### config.mk
export PLATFORM = sky130hd
export DESIGN_NAME = npc_fetch_ctrl
export DESIGN_NICKNAME = d
export VERILOG_FILES = /design/src/rtl/npc_fetch_ctrl.sv
export SDC_FILE = /design/constraint.sdc
export NUM_CORES = 1
export LEC_CHECK = 0
export ABC_CLOCK_PERIOD_IN_PS = 2300
export CAP_MARGIN = 15
export CORE_MARGIN = 1
export CORE_UTILIZATION = 41
export DETAILED_ROUTE_END_ITERATION = 10
export PLACE_DENSITY = 0.79
export SYNTH_ARGS = -nofsm -noshare
export SYNTH_HDL_FRONTEND = slang
export SYNTH_SLANG_ARGS = --single-unit
export TNS_END_PERCENT = 5
### constraint.sdc
create_clock -name clk -period 2.3 [get_ports clk]
set_input_delay 0.23 -clock clk [delete_from_list [all_inputs] [get_ports clk]]
set_output_delay 0.23 -clock clk [all_outputs]
set_load 0.05 [all_outputs]
### src/rtl/npc_fetch_ctrl.sv
// Next-PC unit for the F stage: fetch PC register, next-PC selection, stall hold
// with a latched redirect, exception/eret override and fetch address-error detect.
module npc_fetch_ctrl #(
    parameter int               WIDTH      = 32,
    parameter logic [WIDTH-1:0] RESET_PC   = 32'h0000_3000,
    parameter logic [WIDTH-1:0] HANDLER_PC = 32'h0000_4180,
    parameter logic [WIDTH-1:0] IM_BASE    = 32'h0000_3000,
    parameter logic [WIDTH-1:0] IM_LIMIT   = 32'h0000_6FFC
) (
    input  logic             clk,
    input  logic             reset,
    input  logic             stall,
    input  logic             b_taken,
    input  logic [WIDTH-1:0] b_target,
    input  logic             j,
    input  logic [WIDTH-1:0] j_target,
    input  logic             jr,
    input  logic [WIDTH-1:0] jr_target,
    input  logic             exc_req,
    input  logic             eret,
    input  logic [WIDTH-1:0] epc,
    output logic [WIDTH-1:0] pc,
    output logic [WIDTH-1:0] pc_plus8,
    output logic             fetch_adel,
    output logic             redirect_pending
);

    logic [WIDTH-1:0] pc_q, pc_d;
    logic             pend_valid_q, pend_valid_d;
    logic [WIDTH-1:0] pend_target_q, pend_target_d;
    logic             redirect;
    logic [WIDTH-1:0] redir_tgt;

    assign redirect  = b_taken | j | jr;
    assign redir_tgt = b_taken ? b_target : (j ? j_target : jr_target);

    // exc/eret override everything including stall; a live redirect beats a latched one
    always_comb begin
        pc_d          = pc_q + WIDTH'(4);
        pend_valid_d  = pend_valid_q;
        pend_target_d = pend_target_q;
        if (exc_req) begin
            pc_d         = HANDLER_PC;
            pend_valid_d = 1'b0;
        end else if (eret) begin
            pc_d         = epc;
            pend_valid_d = 1'b0;
        end else if (stall) begin
            pc_d = pc_q;
            if (redirect) begin
                pend_valid_d  = 1'b1;
                pend_target_d = redir_tgt;
            end
        end else if (redirect) begin
            pc_d         = redir_tgt;
            pend_valid_d = 1'b0;
        end else if (pend_valid_q) begin
            pc_d         = pend_target_q;
            pend_valid_d = 1'b0;
        end
    end

    always_ff @(posedge clk) begin
        if (reset) begin
            pc_q          <= RESET_PC;
            pend_valid_q  <= 1'b0;
            pend_target_q <= '0;
        end else begin
            pc_q          <= pc_d;
            pend_valid_q  <= pend_valid_d;
            pend_target_q <= pend_target_d;
        end
    end

    assign pc               = pc_q;
    assign pc_plus8         = pc_q + WIDTH'(8);
    assign redirect_pending = pend_valid_q;
    assign fetch_adel       = (pc_q[1:0] != 2'b00) || (pc_q < IM_BASE) || (pc_q > IM_LIMIT);

endmodule

==> results of run 1 <==
[worst max-delay path by stage]
stage / start / to / slack [ns]
after floorplan: pc[11] / pc_plus8[22] / -0.21
after CTS: pc[4] / pc_plus8[27] / -0.1
final: pc[4] / pc_plus8[29] / -0.09
after global routing: pc[4] / pc_plus8[29] / -0.18
after detailed placement: pc[3] / pc_plus8[27] / 0.07
after global placement: eret / pc[27] / 0.09
[cell usage in the layout, fill, tap and decap left out, types with 15 or more instances in the layout]
master	n
inv_1	15
nor3_1	18
buf_4	77
nand2_1	95
a21oi_1	76
dfxtp_1	51
clkdlybuf4s50_1	172
nand3_1	17
mux2i_1	24
buf_12	23
nor2_1	78
nand4_1	17
o21ai_0	46
[registers in the layout, indices dropped and copies added (netlist names), named ones only]
signal	cells
pend_target_q	32
redirect_pending	1
pc	30
[final cells by class]
cell class                 instances  area share
tap                              168      0.0247
inverter                          18     0.00792
clock inverter                     2     0.00411
clock buffer                      14      0.0321
sequential                        65       0.156
multi-input combinational        591       0.447
timing repair buffer             276       0.328
[power breakdown]
part / leakage [µW] / switching (µW) / internal (µW)
clock: 0.000153 / 483 / 926
combinational: 0.00268 / 702 / 611
sequential: 0.000536 / 66.8 / 1180
total: 0.00337 / 1250 / 2720
[kinds of logic (layout without fill, tap and decap cells)]
logic type / Yosys count / in the layout / synth area share
and+or+nand+nor: 295 / 295 / 0.274
xor gates and xnor gates: 39 / 39 / 0.0653
muxes: 34 / 34 / 0.0675
adders and majority gates: 2 / 2 / 0.00479
buffers and inverters: 87 / 310 / 0.0711
AOI/OAI and AO/OA: 221 / 221 / 0.269
DFF: 65 / 65 / 0.249
[metrics by stage]
step                      area, µm²   util
after global routing           8530  0.698
after global placement         8100  0.664
after detailed placement       8100  0.664
after floorplan                5410      -
final                          8530  0.698
after CTS                      8510  0.697
[timing repair]
item                       4_1_cts  5_1_grt
pin swaps                       10        2
setup endpoints to repair       14       13
hold endpoints to repair         0        0
gates resized for setup         17        5
hold buffers                     0        0
setup buffers                    2        0
[critical path, cell delays in order (launching register included)]
cell	delay, ns
dfxtp_4	0.35
ha_4	0.14
nand4_4	0.11
or3_4	0.43
nor2_1	0.27
nand2_1	0.16
xnor2_2	0.20
buf_12	0.16
[layer usage]
layer / vias up / routed length (µm) / GRT usage
met3: 49 / 2290 / 0.0606
met1: 2961 / 8580 / 0.429
met2: 444 / 9270 / 0.506
met5: - / 0 / 0
li1: 3113 / - / -
met4: 0 / 425 / 0.0978
==> results.tsv, run 1 <==
stage	metric	value	unit
outcome	status	finished with violations	
outcome	failing checks	negative setup slack	
setup_path	Reg2Reg Setup Slack	0.20	ns
floorplanning	row cnt	40	
finish	nets	1099	
floorplanning	Die Width	115	µm
setup_path	crit path kind	reg -> out	
setup_path	maximum fanout along the worst path	5	
synthesis	synthesized netlist cell count	743	
synthesis	post-synth top area cell	dfxtp_1	
finish	Multi-input gate area	0.00381	mm²
setup_path	reg-to-reg endpoint	pc[31]	
finish	Area Overhead vs Synth	63.1	%
sta	fmax	418	MHz
route	antenna viol nets, final	0	
floorplanning	Ports	202	
route	1st-pass router iterations	5	
global_route	pin count of the biggest net entering global routing	52	
synthesis	number of enable flip-flop cells after synthesis	0	
sta	Slew @ Worst Pin	0.540	ns
finish	FF+latch area	0.00133	mm²
clock_tree	clk buf depth	2	
route	DRC	0	
global_route	first-pass GRT wire length	32.1	mm
synthesis	Mapped Area	0.00523	mm²
sta	total negative slack	-0.274	ns
sta	crit share post-route	1.04	
global_route	grt ovf	0	
place	gpl congestion	0.929	
synthesis	Avg Cell Area, Syn	7.04	µm²
route	total routed wirelength	20.6	mm
route	vias	6567	
clock_tree	H-tree Lvls	3	
sta	Max-slew headroom	0.639	
sta	Clock Skews	0.00508	ns
place	Setup WS pre-CTS	0.0715	ns
synthesis	Synth async-reset ratio	0	
sta	Final setup viols	5	
synthesis	count leader, synth	nand2_1	
floorplanning	DIE HEIGHT	115	µm
setup_path	RR Startpoint	pc[4]	
sta	Min Hold Slack	0.453	ns
synthesis	Synth area leaders	dfxtp_1 (25%), a21oi_1 (7.3%), nand2_1 (6.9%), nor2_1 (5.7%), mux2i_1 (4.6%)	
pwr	maximum VDD drop	313	µV
floorplanning	Die ar.	0.0132	mm²
sta	max-slew violations	0	
synthesis	Yosys reg bits	65	
setup_path	Setup crit start kind	register	
synthesis	sequential element share of the synthesized area	0.249	
clock_tree	CTS buffer count	9	
synthesis	YS warnings	0	
sta	Final Worst Setup Slack	-0.0909	ns
clock_tree	Root Buffer	clkbuf_16	
pwr	leakage power	0.00337	µW
route	drt wl/cell	18.1	µm
finish	Post-Layout Cell Count	1134	
sta	Hold Violations, Final	0	
floorplanning	Core Area	0.0122	mm²
place	I/O Buffers	201	
synthesis	post-synth top area share	0.249	
place	dpl cells	1116	
synthesis	Post-synth top cells	nand2_1 (96), nor2_1 (79), a21oi_1 (76)	
clock_tree	TritonCTS clock tree	done	
setup_path	cells on worst reg2reg path	8	
clock_tree	Worst-Skew Late Latency	0.34	ns
place	post-detail-place hpwl	16.1	mm
route	Via density	5.79	
hold_path	Hold Path Cell Cnt	2	
sta	Final min period	2.39	ns
setup_path	Setup crit end kind	output pin	
job	max-cap check violation count	0	
finish	fillers	1043	
global_route	initial antenna violation count	0	
global_route	vias in the first global route	6054	
setup_path	Worst EP required	2.07	ns
hold_path	Hold Path Class	reg -> reg	
clock_tree	CTS Sinks	65	
synthesis	net count after synthesis	881	
hold_path	WHS Endpoint	pend_target_q[31]	
finish	fraction of layout instances using a drive strength above 1	0.189	
pwr	Power per Cell Area	466	mW/mm²
floorplanning	Initial Util	0.428	
setup_path	Crit path arrival time	2.16	ns
synthesis	Cell variety after synth	70	
clock_tree	Reg clk slew, reported paths	0.05	ns
hold_path	HP Start	pend_target_q[31]	
sta	RSZ-0062 raised after global routing	true	
pwr	total power	3970	µW
route	DR iter-0 viols	783	
finish	diode count	0	
synthesis	main flop type after synthesis	dfxtp_1	
global_route	global-route usage over all layers	0.316	
Note: power is estimated with default switching activity, not from simulation.
==> inputs of run 2 (changes only) <==
- ABC_AREA: not set -> 1
==> results.tsv, run 2 <==
stage	metric	value	unit
outcome	status	finished, final reports clean	
sta	Final setup viols	0	
sta	Final min period	2.23	ns
route	DR iter-0 viols	675	
setup_path	crit-path max cell delay	0.37	ns
clock_tree	H-tree Lvls	3	
pwr	maximum VDD drop	336	µV
route	total routed wirelength	20.0	mm
hold_path	Hold Path Class	in -> reg	
synthesis	Synth area leaders	dfxtp_1 (25%), nand2_1 (23%), nor2_1 (13%), inv_1 (5.8%), a21oi_1 (5.2%)	
route	drt wl/cell	15.2	µm
synthesis	count leader, synth	nand2_1	
finish	fraction of layout instances using a drive strength above 1	0.121	
floorplanning	Core Area	0.0122	mm²
finish	most common cell after layout, fill and taps aside	nand2_1	
floorplanning	Die Width	115	µm
clock_tree	clk buf depth	2	
global_route	global-route usage over all layers	0.313	
synthesis	Post-synth top cells	nand2_1 (318), nor2_1 (183), inv_1 (81)	
route	Via density	5.17	
sta	Slew @ Worst Pin	0.558	ns
synthesis	Mapped Area	0.00523	mm²
finish	Non-Filler Cell Area, Final	0.00831	mm²
setup_path	Crit path arrival time	2.00	ns
global_route	pin count of the biggest net entering global routing	53	
place	placed inst area	0.00790	mm²
finish	diode count	0	
synthesis	Synth async-reset ratio	0	
synthesis	YS warnings	0	
synthesis	main flop type after synthesis	dfxtp_1	
sta	fmax	448	MHz
sta	Max-slew headroom	0.625	
finish	Area Overhead vs Synth	58.8	%
job	max-cap check violation count	0	
sta	RSZ-0062 raised after global routing	true	
floorplanning	DIE HEIGHT	115	µm
place	I/O Buffers	201	
global_route	vias in the first global route	6467	
floorplanning	row cnt	40	
finish	max reg flops	32	
synthesis	number of enable flip-flop cells after synthesis	0	
setup_path	Setup crit end kind	output pin	
clock_tree	Root Buffer	clkbuf_16	
floorplanning	Ports	202	
global_route	first-pass GRT wire length	32.0	mm
route	1st-pass router iterations	5	
setup_path	crit path kind	reg -> out	
clock_tree	TritonCTS clock tree	done	
synthesis	post-synth top area share	0.249	
place	gpl congestion	0.966	
finish	Core Util, Final	0.680	
sta	total negative slack	0	ns
clock_tree	CTS Sinks	65	
global_route	grt ovf	0	
setup_path	Crit path max-delay family	simple AND/OR/NAND/NOR gates	
sta	Clock Skews	0.00872	ns
pwr	Power per Cell Area	460	mW/mm²
synthesis	Yosys reg bits	65	
clock_tree	Reg clk slew, reported paths	0.06	ns
setup_path	maximum fanout along the worst path	5	
setup_path	critical path, cell by cell	inv_1 -> nor2_4 -> nand2_2 -> nor2_4 -> nand2_2 -> nor3_4 -> buf_4 -> xor2_2 -> buf_12	
place	post-detail-place hpwl	15.4	mm
synthesis	Avg Cell Area, Syn	5.52	µm²
sta	Hold Violations, Final	0	
setup_path	slowest stage cell, crit path	dfxtp_4	
finish	largest reg by FF count	pend_target_q	
finish	most frequent cells in the layout	nand2_1 (313), nor2_1 (171), clkdlybuf4s50_1 (171)	
route	antenna viol nets, final	0	
place	dpl cells	1302	
setup_path	Reg2Reg Setup Slack	0.27	ns
finish	nets	1284	
route	DRC	0	
synthesis	post-synth top area cell	dfxtp_1	
floorplanning	Die ar.	0.0132	mm²
setup_path	Worst EP required	2.07	ns
sta	crit share post-route	0.971	
finish	fillers	1115	
setup_path	worst path bufs/invs	3	
floorplanning	Initial Util	0.428	
synthesis	synthesized netlist cell count	948	
clock_tree	Worst-Skew Late Latency	0.34	ns
route	vias	6812	
finish	Post-Layout Cell Count	1318	
setup_path	Setup crit start kind	register	
clock_tree	CTS buffer count	9	
synthesis	Cell variety after synth	34	
clock_tree	hold_buf cts	0	
sta	max-slew violations	0	
pwr	total power	3820	µW
global_route	initial antenna violation count	0	
synthesis	sequential element share of the synthesized area	0.249	
pwr	leakage power	0.00362	µW
synthesis	net count after synthesis	1086	
## run 2: cell count changes in the layout (fill, tap and decap cells not counted), moves of 10 or more
| cell | change |
|---|---|
| nor3_1 | -18 |
| nand2_1 | +218 |
| o31ai_1 | +12 |
| nand3_1 | +34 |
| inv_1 | +66 |
| buf_4 | -42 |
| mux2_2 | -10 |
| a21oi_1 | -22 |
| nor2_2 | +11 |
| nand4_1 | -15 |
| mux2i_1 | -24 |
| nor2_1 | +93 |
## run 2: worst min-delay path: stages
cell and delay, ns:
buf_2 0.25, nand2_1 0.14, a31oi_1 0.08
## run 2: report_power, final
part           internal (µW)  total, µW  switching (µW)
logic                    555       1250             697
clock network            760       1310             552
registers               1190       1260            73.5
total                   2500       3820            1320
## run 2: kinds of logic (layout without fill, tap and decap cells)
kind of cell	Yosys count	in the layout	share of synthesized area
xor+xnor	27	27	0.0452
simple gates	566	566	0.427
compound gates	153	153	0.166
flops	65	65	0.249
buf+inv	135	337	0.108
fa+ha+maj	2	2	0.00478
## run 2: path summary, 6_finish.rpt
| path | from | cells after the start | end |
|---|---|---|---|
| hold reg to reg | pend_target_q[5] | 2 | pend_target_q[5] |
| hold / removal | b_taken | 3 | pend_target_q[19] |
| setup / recovery | pc[3] | 9 | pc_plus8[20] |
| setup reg to reg | pc[2] | 12 | pc[12] |
## run 2: layout make-up
type | instances | area [µm²] | share of cell area
Multi-Input combinational cell | 748 | 3630 | 0.437
Timing Repair Buffer | 235 | 2540 | 0.306
Sequential cell | 65 | 1330 | 0.160
Inverter | 87 | 327 | 0.0393
Clock buffer | 10 | 239 | 0.0288
Tap cell | 168 | 210 | 0.0253
Clock inverter | 5 | 40.0 | 0.00482
## run 2: timing repair
item	4_1_cts	5_1_grt
pin swaps	0	2
setup buffers	0	1
gates resized for setup	9	31
endpoints found under the setup margin	11	14
## run 2: layer usage
metal  vias up  share of wire  global-route usage
li1       3367              -                   -
met1      3030           0.40               0.382
met2       350           0.47               0.535
met3        65          0.080              0.0506
met4         0          0.046               0.152
met5         -              0                   0
## run 2: stage by stage
stage,setup WS (ns),hold slack (ns)
final,0.0663,0.413
after global placement,0.188,0.449
after global routing,-0.0370,0.472
after CTS,-0.0334,0.414
after detailed placement,0.174,0.452
after floorplan,-0.120,0.369
